$ cat src/rtl/dff_sweep_pkg.sv
// Shared types and defaults for the flip-flop setup-time sweep sequencer.
// Optional per-step logging is enabled with the STEP_LOG_EN macro (see dff_setup_sweep_ctrl).
package dff_sweep_pkg;

   localparam int unsigned DefCodeW = 4;
   localparam int unsigned DefTick  = 10;

   typedef enum logic [3:0] {
      StIdle,
      StSettle,
      StPrime,
      StLow,
      StLaunch,
      StSample,
      StLog,
      StRecover,
      StDone
   } state_e;

endpackage

$ cat src/rtl/sweep_sync2.sv
// W-wide two-flop synchronizer for DUT outputs that are asynchronous to clk.
// Synchronous active-high reset clears both stages to 0.
module sweep_sync2 #(
   parameter int unsigned W = 1
) (
   input  logic         clk,
   input  logic         rst,
   input  logic [W-1:0] d,
   output logic [W-1:0] q
);

   logic [W-1:0] meta_q;

   always_ff @(posedge clk) begin
      if (rst) begin
         meta_q <= '0;
         q      <= '0;
      end else begin
         meta_q <= d;
         q      <= meta_q;
      end
   end

endmodule

$ cat src/rtl/dff_setup_sweep_ctrl.sv
// Setup-time sweep sequencer: steps the clock-delay code MAX_CODE..0 and records, per channel,
// the lowest code that still captures. Define STEP_LOG_EN to add a per-step log handshake.
module dff_setup_sweep_ctrl
   import dff_sweep_pkg::*;
#(
   parameter int unsigned NCH      = 4,
   parameter int unsigned CODE_W   = DefCodeW,
   parameter int unsigned MAX_CODE = 10,
   parameter int unsigned TICK     = DefTick
) (
   input  logic                  clk,
   input  logic                  rst,
   input  logic                  start,
   input  logic                  stop_on_fail,
   output logic                  busy,
   output logic                  done,
   output logic                  tclk_o,
   output logic                  din_o,
   output logic [CODE_W-1:0]     delay_code_o,
   input  logic [NCH-1:0]        dout_i,
   output logic [NCH*CODE_W-1:0] min_code_o,
   output logic [NCH-1:0]        found_o,
   output logic [NCH-1:0]        prime_err_o
`ifdef STEP_LOG_EN
   ,
   output logic                  log_valid,
   input  logic                  log_ready,
   output logic [CODE_W-1:0]     log_code,
   output logic [NCH-1:0]        log_fail
`endif
);

   localparam int unsigned TickW = $clog2(TICK);
   localparam logic [CODE_W-1:0] MaxCode = CODE_W'(MAX_CODE);

   state_e                       state_q, state_d;
   logic [TickW-1:0]             tick_q, tick_d;
   logic [CODE_W-1:0]            code_q;
   logic                         stop_q;
   logic [NCH-1:0]               failed_q;
   logic [NCH-1:0][CODE_W-1:0]   min_code_q;
   logic [NCH-1:0]               found_q;
   logic [NCH-1:0]               prime_err_q;
   logic [NCH-1:0]               dout_s;
   logic                         phase_end;
   logic                         timed_phase;
   logic                         last_step;
   logic                         start_ok;

   sweep_sync2 #(
      .W (NCH)
   ) u_sync (
      .clk (clk),
      .rst (rst),
      .d   (dout_i),
      .q   (dout_s)
   );

   assign phase_end   = (tick_q == TickW'(TICK - 1));
   assign timed_phase = (state_q inside {StSettle, StPrime, StLow, StLaunch, StSample, StRecover});
   assign last_step   = (code_q == '0) || (stop_q && (&failed_q));
   assign start_ok    = (state_q == StIdle) && start;

   // State register
   always_ff @(posedge clk) begin
      if (rst) begin
         state_q <= StIdle;
      end else begin
         state_q <= state_d;
      end
   end

   // Next-state logic
   always_comb begin
      state_d = state_q;
      unique case (state_q)
         StIdle:   if (start)     state_d = StSettle;
         StSettle: if (phase_end) state_d = StPrime;
         StPrime:  if (phase_end) state_d = StLow;
         StLow:    if (phase_end) state_d = StLaunch;
         StLaunch: if (phase_end) state_d = StSample;
`ifdef STEP_LOG_EN
         StSample: if (phase_end) state_d = StLog;
         StLog:    if (log_ready) state_d = StRecover;
`else
         StSample: if (phase_end) state_d = StRecover;
`endif
         StRecover: if (phase_end) state_d = last_step ? StDone : StSettle;
         StDone:   state_d = StIdle;
         default:  state_d = StIdle;
      endcase
   end

   // Outputs decoded from the current state
   always_comb begin
      busy   = 1'b1;
      done   = 1'b0;
      tclk_o = 1'b0;
      din_o  = 1'b0;
      unique case (state_q)
         StIdle: busy = 1'b0;
         StPrime: tclk_o = 1'b1;
         StLaunch, StSample, StLog: begin
            tclk_o = 1'b1;
            din_o  = 1'b1;
         end
         StDone: begin
            busy = 1'b0;
            done = 1'b1;
         end
         default: ;
      endcase
   end

   always_comb begin
      tick_d = '0;
      if (timed_phase && !phase_end) begin
         tick_d = tick_q + 1'b1;
      end
   end

   // Sequence counters and per-channel results
   always_ff @(posedge clk) begin
      if (rst) begin
         tick_q      <= '0;
         code_q      <= MaxCode;
         stop_q      <= 1'b0;
         failed_q    <= '0;
         found_q     <= '0;
         prime_err_q <= '0;
         for (int ch = 0; ch < int'(NCH); ch++) begin
            min_code_q[ch] <= MaxCode;
         end
      end else begin
         tick_q <= tick_d;
         if (start_ok) begin
            code_q      <= MaxCode;
            stop_q      <= stop_on_fail;
            failed_q    <= '0;
            found_q     <= '0;
            prime_err_q <= '0;
            for (int ch = 0; ch < int'(NCH); ch++) begin
               min_code_q[ch] <= MaxCode;
            end
         end
         if (state_q == StPrime && phase_end) begin
            prime_err_q <= prime_err_q | dout_s;
         end
         // A channel's result only moves while it has never failed in this sweep
         if (state_q == StSample && phase_end) begin
            for (int ch = 0; ch < int'(NCH); ch++) begin
               if (dout_s[ch]) begin
                  if (!failed_q[ch]) begin
                     min_code_q[ch] <= code_q;
                     found_q[ch]    <= 1'b1;
                  end
               end else begin
                  failed_q[ch] <= 1'b1;
               end
            end
         end
         if (state_q == StRecover && phase_end && !last_step) begin
            code_q <= code_q - 1'b1;
         end
      end
   end

`ifdef STEP_LOG_EN
   logic [NCH-1:0] log_fail_q;

   always_ff @(posedge clk) begin
      if (rst) begin
         log_fail_q <= '0;
      end else if (state_q == StSample && phase_end) begin
         log_fail_q <= ~dout_s;
      end
   end

   assign log_valid = (state_q == StLog);
   assign log_code  = code_q;
   assign log_fail  = log_fail_q;
`endif

   assign delay_code_o = code_q;
   assign min_code_o   = min_code_q;
   assign found_o      = found_q;
   assign prime_err_o  = prime_err_q;

endmodule

$ cat config.mk
export PLATFORM = sky130hd
export DESIGN_NAME = dff_setup_sweep_ctrl
export DESIGN_NICKNAME = d
export VERILOG_FILES = /design/src/rtl/dff_sweep_pkg.sv /design/src/rtl/sweep_sync2.sv /design/src/rtl/dff_setup_sweep_ctrl.sv
export SDC_FILE = /design/constraint.sdc
export NUM_CORES = 1
export LEC_CHECK = 0
export CAP_MARGIN = 40
export CELL_PAD_IN_SITES_DETAIL_PLACEMENT = 0
export CELL_PAD_IN_SITES_GLOBAL_PLACEMENT = 1
export CORE_MARGIN = 2
export CORE_UTILIZATION = 40
export CTS_BUF_LIST = sky130_fd_sc_hd__clkbuf_8
export CTS_CLUSTER_SIZE = 20
export DETAILED_ROUTE_END_ITERATION = 8
export HOLD_SLACK_MARGIN = 0.02
export PLACE_DENSITY_LB_ADDON = 0.3
export SLEW_MARGIN = 20
export SYNTH_ARGS = -nofsm -noshare
export SYNTH_HDL_FRONTEND = slang
export SYNTH_SLANG_ARGS = --single-unit
$ cat constraint.sdc
create_clock -name clk -period 1.84 [get_ports clk]
set_clock_uncertainty 0.1 [all_clocks]
set_input_delay 0.184 -clock clk [delete_from_list [all_inputs] [get_ports clk]]
set_output_delay 0.184 -clock clk [all_outputs]
set_load 0.01 [all_outputs]
==> metrics, run 1 <==
status=finished clean; Critical Path Source Type=register; Via Count=1807; critical path arrival=1480 ps; layout cells sized above 1=0.140; Peak VDD IR=810 uV; First-pass DRT Iterations=4; I/O Buffers=39; final setup TNS=0 ps; vias per cell=5.08; final setup vio count=0; Mapped Area=0.00210 sq mm; most frequent cells in the layout=dfxtp_1, clkdlybuf4s50_1, nor2_1; deepest clock path buffer count=2; final wirelength=4570 um; Fin. Hold Viols=0; Fmax=0.567 GHz; PD cells=752 mW/mm^2; commonest non-fill, non-tap cell in the layout=dfxtp_1; 1st-iter DRT viols=88; Req. time, crit path=1560 ps; overflow left after global routing=0; clock power share=0.350; placed insts=349; initial antenna violation count=0; CTS Sinks=49; crit path cell chain=clkdlybuf4s50_1; final worst-path cycle share=0.958; Detailed Place HPWL=3200 um; Psw=0.500 mW; Seq/Total Area, Yosys=0.468; Crit path buffers/inverters=1; Routed Antenna Nets=0; max_slew headroom=0.688; die height=76.4 um; Yosys cell types=46; CTS root buf=clkbuf_8; largest net degree at the start of global routing=44; logic gate share of total power=0.126; Tightest Pin Transition=469 ps; full die area=0.00584 sq mm; core area=0.00507 sq mm; Synth warnings=0; gr usage total=0.168; synthesis-stage register bit count=49; Avg Cell Area, Syn=8.97 sq um; Final Instance Count excl. Fillers=356; CTS tree=done; area grow syn2layout=33.6%; # DRC=0; Initial Util=0.413; post-route minimum period=1760 ps; vias in the first global route=1688; first-pass GRT wire length=8000 um; Pint=1.61 mW; Syn Inst Count=234; Avg WL per Cell=12.8 um; Rows=26; CP max FO=10; H-tree levels=2; CP top delay family=buffers and inverters; critical path type=reg2out; critical path capture point type=output port; Setup Buffers After CTS=0; slowest stage cell, crit path=clkdlybuf4s50_1; # IOs=40; Lkg Pwr=1.03 nW; nets=297; HP Class=in2reg; fin. max-slew vios=0; max_cap viols=0; RePlAce Congestion=0.800; Sw Share=0.237; Clk Latency, worst-skew pair=300 ps; total CTS buffers=5; Post-Syn Nets=245; sequential power share=0.524; clock transition at the registers of the reported paths=80 ps; unrepaired setup endpoints after global routing=false; n_diodes=0; Die W=76.4 um; CP max stage delay=620 ps
## stage by stage
stage	setup WS [ps]	area (sq um)	util	power, mW	hold WS [ps]
after floorplan	191	2100	-	1.28	212
after global placement	168	2690	0.531	1.40	318
after detailed placement	114	2690	0.531	1.40	325
after CTS	12.9	2800	0.551	2.14	318
after global routing	10.6	2800	0.552	2.21	332
final	77.0	2800	0.552	2.11	327
## registers in the layout, indices dropped and copies added (netlist names)
register,cells
u_sync.q,4
stop_q,1
found_o,4
state_q,4
delay_code_o,4
min_code_o,16
prime_err_o,4
u_sync.meta_q,4
tick_q,4
failed_q,4
## power by group through the flow
stage / clock (mW) / sequential [mW] / combinational, mW
6_report: 0.737 / 1.10 / 0.266
3_3_place_gp: 0 / 1.13 / 0.269
4_1_cts: 0.763 / 1.10 / 0.272
2_1_floorplan: 0 / 1.12 / 0.159
3_5_place_dp: 0 / 1.13 / 0.271
5_1_grt: 0.814 / 1.11 / 0.292
## worst paths after layout
kind | start | cells after the start | endpoint | slack (ps)
worst max register to register | tick_q[1] | 5 | state_q[1] | 170
worst min register to register | u_sync.meta_q[1] | 1 | u_sync.q[1] | 340
worst max-delay path | delay_code_o[3] | 1 | delay_code_o[3] | 80
worst min-delay path | dout_i[1] | 2 | u_sync.meta_q[1] | 330
## kinds of logic after synthesis
family                   share of synthesized area
flip-flops                                   0.468
XOR/XNOR                                    0.0167
buffers and inverters                       0.0459
adder cells (fa/ha/maj)                     0.0179
AO/OA/AOI/OAI                                0.175
multiplexers                               0.00477
AND/OR/NAND/NOR                              0.273
## routing by layer
| layer | track usage | vias up | routed length (um) |
|---|---|---|---|
| met5 | 0 | - | 0 |
| met2 | 0.260 | 40 | 2080 |
| met4 | 0.0636 | 0 | 73 |
| met3 | 0.0462 | 9 | 205 |
| met1 | 0.224 | 822 | 2210 |
| li1 | - | 936 | - |
## what timing repair did
item | 4_1_cts | 5_1_grt
endpoints found under the setup margin | 4 | 11
cloned | 0 | 0
endpoints found under the hold margin | 0 | 0
hold buffers | 0 | 0
resized for setup | 4 | 3
## synth_stat cells, drive strengths merged
library cell | n | area (sq um)
dfxtp | 49 | 981
nor2 | 24 | 90.1
nand2 | 21 | 78.8
a21oi | 18 | 90.1
nor3 | 13 | 65.1
nand3 | 11 | 55.1
buf | 9 | 47.6
nor2b | 9 | 56.3
o21bai | 9 | 67.6
clkbuf | 7 | 26.3
inv | 6 | 22.5
a22oi | 4 | 30.0
a2bb2oi | 4 | 35.0
nand2b | 4 | 25.0
nand4b | 4 | 35.0
nor4b | 4 | 47.6
ha | 3 | 37.5
nor4 | 3 | 25.0
o311ai | 3 | 26.3
or3 | 3 | 18.8
xnor2 | 3 | 26.3
a2111o | 2 | 22.5
a2111oi | 2 | 23.8
a211oi | 2 | 15.0
o21ai | 2 | 10.0
a22o | 1 | 8.76
a311oi | 1 | 8.76
a31oi | 1 | 6.26
and2 | 1 | 6.26
and3b | 1 | 8.76
and4bb | 1 | 12.5
mux2i | 1 | 10.0
nand3b | 1 | 7.51
nand4 | 1 | 6.26
nand4bb | 1 | 27.5
o21a | 1 | 7.51
o22a | 1 | 8.76
o22ai | 1 | 6.26
or2 | 1 | 6.26
xor2 | 1 | 8.76
## final cells by class
cell class | instances | area (sq um)
Fill cell | 532 | 2270
Multi-Input combinational cell | 163 | 1020
Sequential cell | 49 | 983
Timing Repair Buffer | 61 | 583
Tap cell | 70 | 87.6
Clock buffer | 5 | 68.8
Clock inverter | 2 | 35.0
Inverter | 6 | 22.5
(Power assumes the default switching activity.)
==> run 2, diff against run 1 <==
--- a/config.mk
+++ b/config.mk
@@ -8,14 +8,13 @@
 export CAP_MARGIN = 40
 export CELL_PAD_IN_SITES_DETAIL_PLACEMENT = 0
 export CELL_PAD_IN_SITES_GLOBAL_PLACEMENT = 1
-export CORE_MARGIN = 2
 export CORE_UTILIZATION = 40
 export CTS_BUF_LIST = sky130_fd_sc_hd__clkbuf_8
-export CTS_CLUSTER_SIZE = 20
+export CTS_CLUSTER_SIZE = 16
 export DETAILED_ROUTE_END_ITERATION = 8
 export HOLD_SLACK_MARGIN = 0.02
 export PLACE_DENSITY_LB_ADDON = 0.3
-export SLEW_MARGIN = 20
+export SLEW_MARGIN = 25
 export SYNTH_ARGS = -nofsm -noshare
 export SYNTH_HDL_FRONTEND = slang
 export SYNTH_SLANG_ARGS = --single-unit
==> run 2 against run 1 <==
  * Count of clock-buffer cells in the layout increased by 1
  * Register-to-register slack improved by 20 ps
  * Wire length increased by 2.8%
  * Non-clock buffer count increased by 6
  * Hold slack improved by 11 ps
  * Fmax increased by 0.48%
  * Cell count increased by 1.1%
  * Core utilization increased by 3.4 points
  * Worst setup slack improved by 8.5 ps
  * Power increased by 2.0%
  * Largest power group unchanged
==> metrics, run 2 (synthesis results as in run 1) <==
status=finished clean; critical path type=reg2out; Via Count=1845 (+2.1%); pre-CTS WS=115 ps (+0.384 ps); slowest stage cell, crit path=clkdlybuf4s50_1; Die W=74.4 um (-2.6%); Hold Path Sink=u_sync.meta_q[1]; Worst Reg-to-Reg Cells=6 (+1); Detailed Place HPWL=3340 um (+4.4%); area grow syn2layout=36.3%; CTS tree=done; die height=74.4 um (-2.6%); overflow left after global routing=0 (unchanged); area of the multi-input gates=0.00103 sq mm (+0.61%); I/O Buffers=39 (unchanged); first-pass GRT wire length=7790 um (-2.6%); Routed Antenna Nets=0 (unchanged); hold wc startpoint=dout_i[1]; Fmax=0.570 GHz (+0.48%); n_diodes=0 (unchanged); deepest clock path buffer count=2 (unchanged); CTS Sinks=49 (unchanged); clock transition at the registers of the reported paths=80 ps (about the same); total CTS buffers=5 (unchanged); Area after DPL=0.00272 sq mm (+0.98%); CTS root buf=clkbuf_8; max_cap viols=0 (unchanged); HP Class=in2reg; most frequent cells in the layout=dfxtp_1, clkdlybuf4s50_1, buf_4; commonest non-fill, non-tap cell in the layout=dfxtp_1; First-pass DRT Iterations=4 (unchanged); Initial Util=0.430 (+0.0165); Fin. Hold Viols=0 (unchanged); R2R setup slack=190 ps (+20 ps); fin. max-slew vios=0 (unchanged); crit path cell chain=clkdlybuf4s50_1; initial antenna violation count=0 (unchanged); PD cells=751 mW/mm^2 (-0.10%); largest net degree at the start of global routing=33 (-25%); Rows=25 (-3.8%); Peak VDD IR=580 uV (-28%); worst r2r dst=tick_q[2]; final wirelength=4700 um (+2.8%); Crit path buffers/inverters=1 (unchanged); Tightest Pin Transition=443 ps (-25.9 ps); CP top delay family=buffers and inverters; Clk Latency, worst-skew pair=290 ps (about the same); H-tree levels=2 (unchanged); full die area=0.00554 sq mm (-5.2%); final setup TNS=0 ps (unchanged); critical path capture point type=output port; # DRC=0 (unchanged); Largest register FFs=16 (unchanged); Critical Path Source Type=register; Avg WL per Cell=13.0 um (+1.7%); core area=0.00488 sq mm (-3.8%); Lkg Pwr=1.06 nW (+2.4%); CP max stage delay=610 ps (about the same); 1st-iter DRT viols=104 (+18%); R2R Path Start=tick_q[1]; final worst-path cycle share=0.954 (-0.00460); # IOs=40 (unchanged); Hold Path Cell Cnt=2 (unchanged); vias in the first global route=1616 (-4.3%); unrepaired setup endpoints after global routing=false; Layout fillers=454 (-15%); gr usage total=0.181 (+0.0131); max_slew headroom=0.705 (+0.0173); final instance area=0.00286 sq mm (+2.1%); CP max FO=10 (unchanged); final setup vio count=0 (unchanged); vias per cell=5.13 (+0.97%); post-route minimum period=1750 ps (-8.46 ps); layout cells sized above 1=0.164 (+0.0240); Sequential Area=985 sq um (+0.13%); critical path arrival=1470 ps (about the same); Post-CTS Hold Buffers=0 (unchanged); Req. time, crit path=1560 ps (about the same); RePlAce Congestion=0.820 (+2.5%); nets=303 (+2.0%); Setup WS post-layout=85.5 ps (+8.46 ps)
-- run 2: repair_timing --
action / 4_1_cts / 5_1_grt
pin swaps: 0 / 0
buffers inserted: 0 / 2
gates resized for setup: 6 / 4
endpoints found under the setup margin: 4 / 9
-- run 2: metal layers --
| layer | global-route usage | share of wire | wire, um |
|---|---|---|---|
| met1 | 0.267 | 0.50 | 2330 |
| met2 | 0.273 | 0.46 | 2140 |
| met4 | 0.0440 | 0.0062 | 29 |
| met3 | 0.0339 | 0.042 | 197 |
| met5 | 0 | 0 | 0 |
-- run 2: worst register-to-register path, stage by stage, from the launching register on --
cell and delay [ps]:
dfxtp_1 360, inv_1 50, ha_1 180, and3b_2 300, buf_4 160, a2111o_1 340, nor2_1 110
-- run 2: area by class of cell --
class / instances / share of cell area
timing repair buffer: 67 / 0.218
sequential: 49 / 0.344
tap: 67 / 0.0293
clock inverter: 2 / 0.0118
clock buffer: 6 / 0.0289
inverter: 6 / 0.00787
multi-input combinational: 163 / 0.360
-- run 2: metrics by stage --
stage	power (mW)	std cells	hold slack (ps)	utilization
3_5_place_dp	1.41	350	330	0.557
5_1_grt	2.26	360	337	0.586
3_3_place_gp	1.41	350	319	0.557
6_report	2.15	360	337	0.586
4_1_cts	2.18	358	328	0.581
2_1_floorplan	1.28	234	212	-
-- run 2: power by group --
group          switching (mW)  internal [mW]
sequential             0.0244           1.08
combinational           0.136          0.137
clock                   0.328          0.437
-- run 2: worst max-delay path by stage --
stage          slack, ps               to  cells past startpoint            start
6_report              90  delay_code_o[3]                      1  delay_code_o[3]
4_1_cts               10             busy                      2       state_q[0]
3_5_place_dp         110   min_code_o[13]                      7        tick_q[1]
2_1_floorplan        190  delay_code_o[2]                      6  delay_code_o[0]
5_1_grt               10  delay_code_o[3]                      1  delay_code_o[3]
3_3_place_gp         160       state_q[3]                      6        tick_q[1]
